File: config.mk
export PLATFORM = sky130hd
export DESIGN_NAME = instr_fetch_flat
export DESIGN_NICKNAME = d
export VERILOG_FILES = /design/src/rtl/instr_fetch_if.sv /design/src/rtl/instr_fetch.sv /design/src/flat_wrapper.sv
export SDC_FILE = /design/constraint.sdc
export NUM_CORES = 1
export LEC_CHECK = 0
export ABC_AREA = 1
export CAP_MARGIN = 20
export CORE_MARGIN = 4
export CORE_UTILIZATION = 35
export DETAILED_ROUTE_END_ITERATION = 12
export GPL_TIMING_DRIVEN = 0
export PLACE_DENSITY = 0.71
export SLEW_MARGIN = 10
export SYNTH_ARGS = -nofsm -noshare
export SYNTH_HDL_FRONTEND = slang
export SYNTH_SLANG_ARGS = --single-unit
File: constraint.sdc
create_clock -name clk -period 2.3 [get_ports clk]
set_input_delay 0.46 -clock clk [delete_from_list [all_inputs] [get_ports clk]]
set_output_delay 0.46 -clock clk [all_outputs]
set_load 0.02 [all_outputs]
File: src/rtl/instr_fetch_if.sv
`default_nettype none
// ============================================================================
//  Module      : instr_fetch_if
//  Description : Bus bundle between one core's fetch stage, its slice of the
//                shared instruction memory and its control unit.
//  Revision    : 1.0  initial release
// ============================================================================
interface instr_fetch_if #(
    parameter int ADDR_W = 16,
    parameter int DATA_W = 16
) ();
    logic              start;
    logic [ADDR_W-1:0] im_addr;
    logic [DATA_W-1:0] im_data;
    logic              instr_valid;
    logic              instr_ready;
    logic [DATA_W-1:0] instr_opcode;
    logic [DATA_W-1:0] instr_operand;
    logic [ADDR_W-1:0] instr_pc;
    logic              redirect_valid;
    logic [ADDR_W-1:0] redirect_pc;
    logic              halted;

    // Fetch-stage side
    modport master (
        input  start, im_data, instr_ready, redirect_valid, redirect_pc,
        output im_addr, instr_valid, instr_opcode, instr_operand, instr_pc, halted
    );

    // Memory / control-unit side
    modport slave (
        output start, im_data, instr_ready, redirect_valid, redirect_pc,
        input  im_addr, instr_valid, instr_opcode, instr_operand, instr_pc, halted
    );
endinterface
`default_nettype wire

File: src/rtl/instr_fetch.sv
`default_nettype none
// ============================================================================
//  Module      : instr_fetch
//  Description : Per-core instruction fetch stage. Reads one- and two-word
//                instructions from a one-cycle-latency memory and presents
//                them as opcode/operand pairs over a valid/ready handshake.
//                Handles jump redirects and ENDOP halt.
//  Revision    : 1.0  initial release
// ============================================================================
module instr_fetch #(
    parameter int                 ADDR_W   = 16,
    parameter int                 DATA_W   = 16,
    parameter logic [DATA_W-1:0]  OP_LDAC  = DATA_W'(5),
    parameter logic [DATA_W-1:0]  OP_STAC  = DATA_W'(7),
    parameter logic [DATA_W-1:0]  OP_JPNZ  = DATA_W'(28),
    parameter logic [DATA_W-1:0]  OP_JPPZ  = DATA_W'(30),
    parameter logic [DATA_W-1:0]  OP_ENDOP = DATA_W'(42)
) (
    input  wire logic      clk,
    input  wire logic      rst_n,
    instr_fetch_if.master  bus
);

    typedef enum logic [2:0] {
        S_IDLE    = 3'd0,
        S_REQ_OP  = 3'd1,
        S_CAP_OP  = 3'd2,
        S_REQ_ARG = 3'd3,
        S_CAP_ARG = 3'd4,
        S_PRESENT = 3'd5,
        S_HALT    = 3'd6
    } state_t;

    state_t            state_q, state_d;
    logic [ADDR_W-1:0] pc_q, pc_d;
    logic [ADDR_W-1:0] addr_q, addr_d;
    logic [ADDR_W-1:0] ipc_q, ipc_d;
    logic [DATA_W-1:0] opc_q, opc_d;
    logic [DATA_W-1:0] opr_q, opr_d;

    // Opcodes followed by an operand word
    function automatic logic is_two_word(input logic [DATA_W-1:0] op);
        return (op == OP_LDAC) || (op == OP_STAC) ||
               (op == OP_JPNZ) || (op == OP_JPPZ);
    endfunction

    // State and datapath registers; reset aborts any fetch in flight
    always_ff @(posedge clk) begin
        if (!rst_n) begin
            state_q <= S_IDLE;
            pc_q    <= '0;
            addr_q  <= '0;
            ipc_q   <= '0;
            opc_q   <= '0;
            opr_q   <= '0;
        end else begin
            state_q <= state_d;
            pc_q    <= pc_d;
            addr_q  <= addr_d;
            ipc_q   <= ipc_d;
            opc_q   <= opc_d;
            opr_q   <= opr_d;
        end
    end

    // Next-state and datapath logic; redirect outranks everything but IDLE
    always_comb begin
        state_d = state_q;
        pc_d    = pc_q;
        addr_d  = addr_q;
        ipc_d   = ipc_q;
        opc_d   = opc_q;
        opr_d   = opr_q;

        if ((state_q != S_IDLE) && bus.redirect_valid) begin
            // In-flight memory word is dropped simply by restarting at REQ_OP
            pc_d    = bus.redirect_pc;
            addr_d  = bus.redirect_pc;
            state_d = S_REQ_OP;
        end else begin
            case (state_q)
                S_IDLE: begin
                    if (bus.start) begin
                        pc_d    = '0;
                        addr_d  = '0;
                        state_d = S_REQ_OP;
                    end
                end
                S_REQ_OP: state_d = S_CAP_OP;
                S_CAP_OP: begin
                    // im_data is only looked at in the capture states
                    opc_d = bus.im_data;
                    ipc_d = pc_q;
                    if (is_two_word(bus.im_data)) begin
                        addr_d  = pc_q + ADDR_W'(1);
                        state_d = S_REQ_ARG;
                    end else begin
                        opr_d   = '0;
                        state_d = S_PRESENT;
                    end
                end
                S_REQ_ARG: state_d = S_CAP_ARG;
                S_CAP_ARG: begin
                    opr_d   = bus.im_data;
                    state_d = S_PRESENT;
                end
                S_PRESENT: begin
                    if (bus.instr_ready) begin
                        if (opc_q == OP_ENDOP) begin
                            // Address bus stays parked on the ENDOP word
                            state_d = S_HALT;
                        end else begin
                            pc_d    = pc_q + (is_two_word(opc_q) ? ADDR_W'(2) : ADDR_W'(1));
                            addr_d  = pc_d;
                            state_d = S_REQ_OP;
                        end
                    end
                end
                S_HALT:  state_d = S_HALT;
                default: state_d = S_IDLE;
            endcase
        end
    end

    assign bus.im_addr       = addr_q;
    assign bus.instr_valid   = (state_q == S_PRESENT);
    assign bus.instr_opcode  = opc_q;
    assign bus.instr_operand = opr_q;
    assign bus.instr_pc      = ipc_q;
    assign bus.halted        = (state_q == S_HALT);

endmodule
`default_nettype wire
File: src/flat_wrapper.sv
// flat-port wrapper written by rule: the top's interface ports become plain ports
module instr_fetch_flat 
#(
    parameter int                 ADDR_W   = 16,
    parameter int                 DATA_W   = 16,
    parameter logic [DATA_W-1:0]  OP_LDAC  = DATA_W'(5),
    parameter logic [DATA_W-1:0]  OP_STAC  = DATA_W'(7),
    parameter logic [DATA_W-1:0]  OP_JPNZ  = DATA_W'(28),
    parameter logic [DATA_W-1:0]  OP_JPPZ  = DATA_W'(30),
    parameter logic [DATA_W-1:0]  OP_ENDOP = DATA_W'(42)
)
  (clk, rst_n, bus_start, bus_im_data, bus_instr_ready, bus_redirect_valid, bus_redirect_pc, bus_im_addr, bus_instr_valid, bus_instr_opcode, bus_instr_operand, bus_instr_pc, bus_halted);
  instr_fetch_if #(.ADDR_W(ADDR_W), .DATA_W(DATA_W)) bus_i ();
  input  wire logic clk;
  input  wire logic rst_n;
  input wire logic [$bits(bus_i.start)-1:0] bus_start;
  input wire logic [$bits(bus_i.im_data)-1:0] bus_im_data;
  input wire logic [$bits(bus_i.instr_ready)-1:0] bus_instr_ready;
  input wire logic [$bits(bus_i.redirect_valid)-1:0] bus_redirect_valid;
  input wire logic [$bits(bus_i.redirect_pc)-1:0] bus_redirect_pc;
  output wire logic [$bits(bus_i.im_addr)-1:0] bus_im_addr;
  output wire logic [$bits(bus_i.instr_valid)-1:0] bus_instr_valid;
  output wire logic [$bits(bus_i.instr_opcode)-1:0] bus_instr_opcode;
  output wire logic [$bits(bus_i.instr_operand)-1:0] bus_instr_operand;
  output wire logic [$bits(bus_i.instr_pc)-1:0] bus_instr_pc;
  output wire logic [$bits(bus_i.halted)-1:0] bus_halted;
  assign bus_i.start = bus_start;
  assign bus_i.im_data = bus_im_data;
  assign bus_i.instr_ready = bus_instr_ready;
  assign bus_i.redirect_valid = bus_redirect_valid;
  assign bus_i.redirect_pc = bus_redirect_pc;
  assign bus_im_addr = bus_i.im_addr;
  assign bus_instr_valid = bus_i.instr_valid;
  assign bus_instr_opcode = bus_i.instr_opcode;
  assign bus_instr_operand = bus_i.instr_operand;
  assign bus_instr_pc = bus_i.instr_pc;
  assign bus_halted = bus_i.halted;
  instr_fetch #(.ADDR_W(ADDR_W), .DATA_W(DATA_W), .OP_LDAC(OP_LDAC), .OP_STAC(OP_STAC), .OP_JPNZ(OP_JPNZ), .OP_JPPZ(OP_JPPZ), .OP_ENDOP(OP_ENDOP)) u_core (.clk(clk), .rst_n(rst_n), .bus(bus_i));
endmodule
==> impl_metrics.py <==
metrics = {
    "status": {
        "status": "finished with violations",
        "violations": "negative setup slack",
    },
    "logic_synthesis": {
        "synthesis.nets": 735,
        "synth-edff-count": 0,
        "yosysSeqAreaShare": 0.378,
        "ys_types": 32,
        "ys.flop_type": "dfxtp_1",
        "synth.avg_cell_area_um2": 6.34,
        "synth_cells": 694,
        "yosysWarnings": 0,
        "syn-cell-area_um2": 4400,
        "async_reset_ff_frac": 0,
        "synth-seq-cells": 83,
    },
    "worst_setup_path": {
        "worstPathRequired_ns": 2.54,
        "crit_type": "reg2reg",
        "path_buf_inv": 3,
        "cp_cell_sequence": "inv_2 > nor4_4 > nand4_1 > buf_6 > fa_2 > nor2_4 > buf_4 > nand2_1 > nand2_1 > o21ai_2 > nor2_2 > nand3_2 > nand2_1 > nor2_1",
        "cp_slowest_cell": "fa_2",
        "worst_path_most_repeated_cell": "nand2_1",
        "endpoint_kind": "flip-flop",
        "cp-start-kind": "flip-flop",
        "crit_arrival_ns": 2.57,
        "critPathMaxStageDelay_ns": 0.38,
        "regToRegSetupSlack_ns": -0.03,
        "cpLargestDelayFamily": "simple AND/OR/NAND/NOR gates",
        "cp_max_fo": 5,
    },
    "power_and_ir_drop": {
        "p_leak_nw": 2.57,
        "ir_drop_v": 0.000288,
        "cellPowerDensity_nw_per_um2": 660,
        "p_total_mw": 4.06,
    },
    "routing": {
        "firstDrtPassIters": 5,
        "wl_per_cell_um": 14.4,
        "totalWireLength_um": 14200,
        "drt-initial-drc-count": 391,
        "final_antenna_net_count": 0,
        "viasPerCell": 4.87,
        "drc_errors": 0,
        "via_count": 4808,
    },
    "sta": {
        "period_share": 1.01,
        "fin_crit_ns": 2.33,
        "whs_ns": 0.468,
        "skew_ns": 0.00769,
        "tightestPinTransition_ns": 0.569,
        "hold_viol_final": 0,
        "fmax_mhz": 429,
        "fin_tns_setup_ns": -0.0690,
        "setup_viol": 3,
        "setup_ws_ns": -0.0301,
        "slew_violations": 0,
        "slew_headroom": 0.621,
        "rsz0062_at_grt": "yes",
    },
    "grt": {
        "met2_usage": 0.312,
        "overflow": 0,
        "grt_pass1_wl_um": 23000,
        "grt_pass1_vias": 4552,
        "antenna_found_initial": 0,
        "grt_most_used_layer": "met2",
        "use_met1": 0.267,
        "grt_usage": 0.200,
        "grt_use_met3": 0.0419,
        "grt_max_degree": 16,
    },
    "layout": {
        "fin_nets": 856,
        "syn2layout_area_growth_pct": 39.9,
        "drive_gt1_frac": 0.122,
        "final_core_util": 0.506,
        "layout_common_cells": "nand2_1, nor2_1, clkdlybuf4s50_1",
        "layout_commonest_cell": "nand2_1",
        "antenna_cells": 0,
    },
    "run": {
        "max_cap_viol_count": 0,
    },
    "clocking": {
        "clkTransAtPathRegs_ns": 0.07,
        "cts_root_buffer": "clkbuf_16",
        "clk_path_buf_depth": 2,
        "tritoncts": "built",
        "cts.sinks": 83,
        "clock_latency_ns": 0.34,
        "holdBufCountCts": 0,
        "cts_max_level": 3,
        "cts_buffers": 9,
    },
    "floorplanning": {
        "start_util": 0.362,
        "core-area_um2": 12200,
        "die_w_um": 120,
        "ios": 103,
        "dieHeight_um": 120,
        "die-area_um2": 14400,
        "row_count": 40,
    },
    "place": {
        "hpwlAfterDp_um": 10900,
        "dpl_worst_slack_ns": -0.452,
        "finalWeightedCongestion": 0.926,
        "portBuffers": 102,
    },
    "worst_hold_path": {
        "hold_path_class": "reg2reg",
    },
}
==> worst paths after layout <==
path,startpoint,endpoint,cells past startpoint
setup / recovery,u_core.bus.instr_opcode[2],u_core.bus.im_addr[4],14
hold / removal,u_core.bus.instr_operand[15],u_core.bus.instr_operand[15],2
setup reg to reg,u_core.bus.instr_opcode[2],u_core.bus.im_addr[4],14
hold reg to reg,u_core.bus.instr_operand[15],u_core.bus.instr_operand[15],2
==> stage by stage <==
stage | cells | cell area [µm²]
after detailed placement | 964 | 5640
after global routing | 988 | 6150
after CTS | 983 | 5990
final | 988 | 6150
after global placement | 964 | 5640
after floorplan | 694 | 4410
==> worst min-delay path: stages (launching register included) <==
cell	delay, ns
dfxtp_1	0.31
nand2_1	0.06
a21oi_1	0.06
==> synthesized netlist by cell type, drive strengths merged (3+ instances only) <==
library cell | n | area [µm²]
nand3 | 70 | 360
o21ai | 57 | 285
a21oi | 55 | 275
ha | 3 | 37.5
nor2 | 131 | 502
buf | 22 | 141
inv | 68 | 255
nand4 | 7 | 43.8
clkbuf | 9 | 33.8
nand3b | 3 | 22.5
dfxtp | 83 | 1660
nand2 | 172 | 666
==> cell type report <==
type,instances,area (µm²)
multi-input cells,512,2450
plain buffers,31,175
clock buffers,10,229
well taps,168,210
repair buffers,110,1090
fillers,1191,6010
flip-flops and latches,83,1670
clock inverters,6,71.3
inverters,68,255
==> flip-flops by register name, summed over array words and instances (netlist names) <==
name and cells:
u_core.bus.im_addr 16, u_core.bus.instr_opcode 16, u_core.bus.instr_operand 16, u_core.bus.instr_pc 16, u_core.pc_q 16, u_core.state_q 3
==> logic make-up after synthesis <==
family,count (synthesis),share of synthesized area
simple gates,390,0.374
compound gates,117,0.136
buf+inv,99,0.0979
flops,83,0.378
fa+ha+maj,4,0.0131
xor+xnor,1,0.00199
==> power by group <==
| part | switching (mW) | internal, mW | total (mW) |
|---|---|---|---|
| clock network | 0.623 | 0.851 | 1.47 |
| logic | 0.570 | 0.390 | 0.960 |
| registers | 0.0821 | 1.54 | 1.62 |
==> timing repair <==
item,in CTS,in global routing
gates resized for setup,12,38
pin swaps,3,28
buffers inserted,3,5
setup endpoints to repair,27,29
==> layer usage <==
metal  vias up  routed length, µm
li1       2479                  -
met1      2113               6450
met2       184               6350
met3        32                969
met4         0                443
met5         -                  0
(Power assumes the default switching activity.)
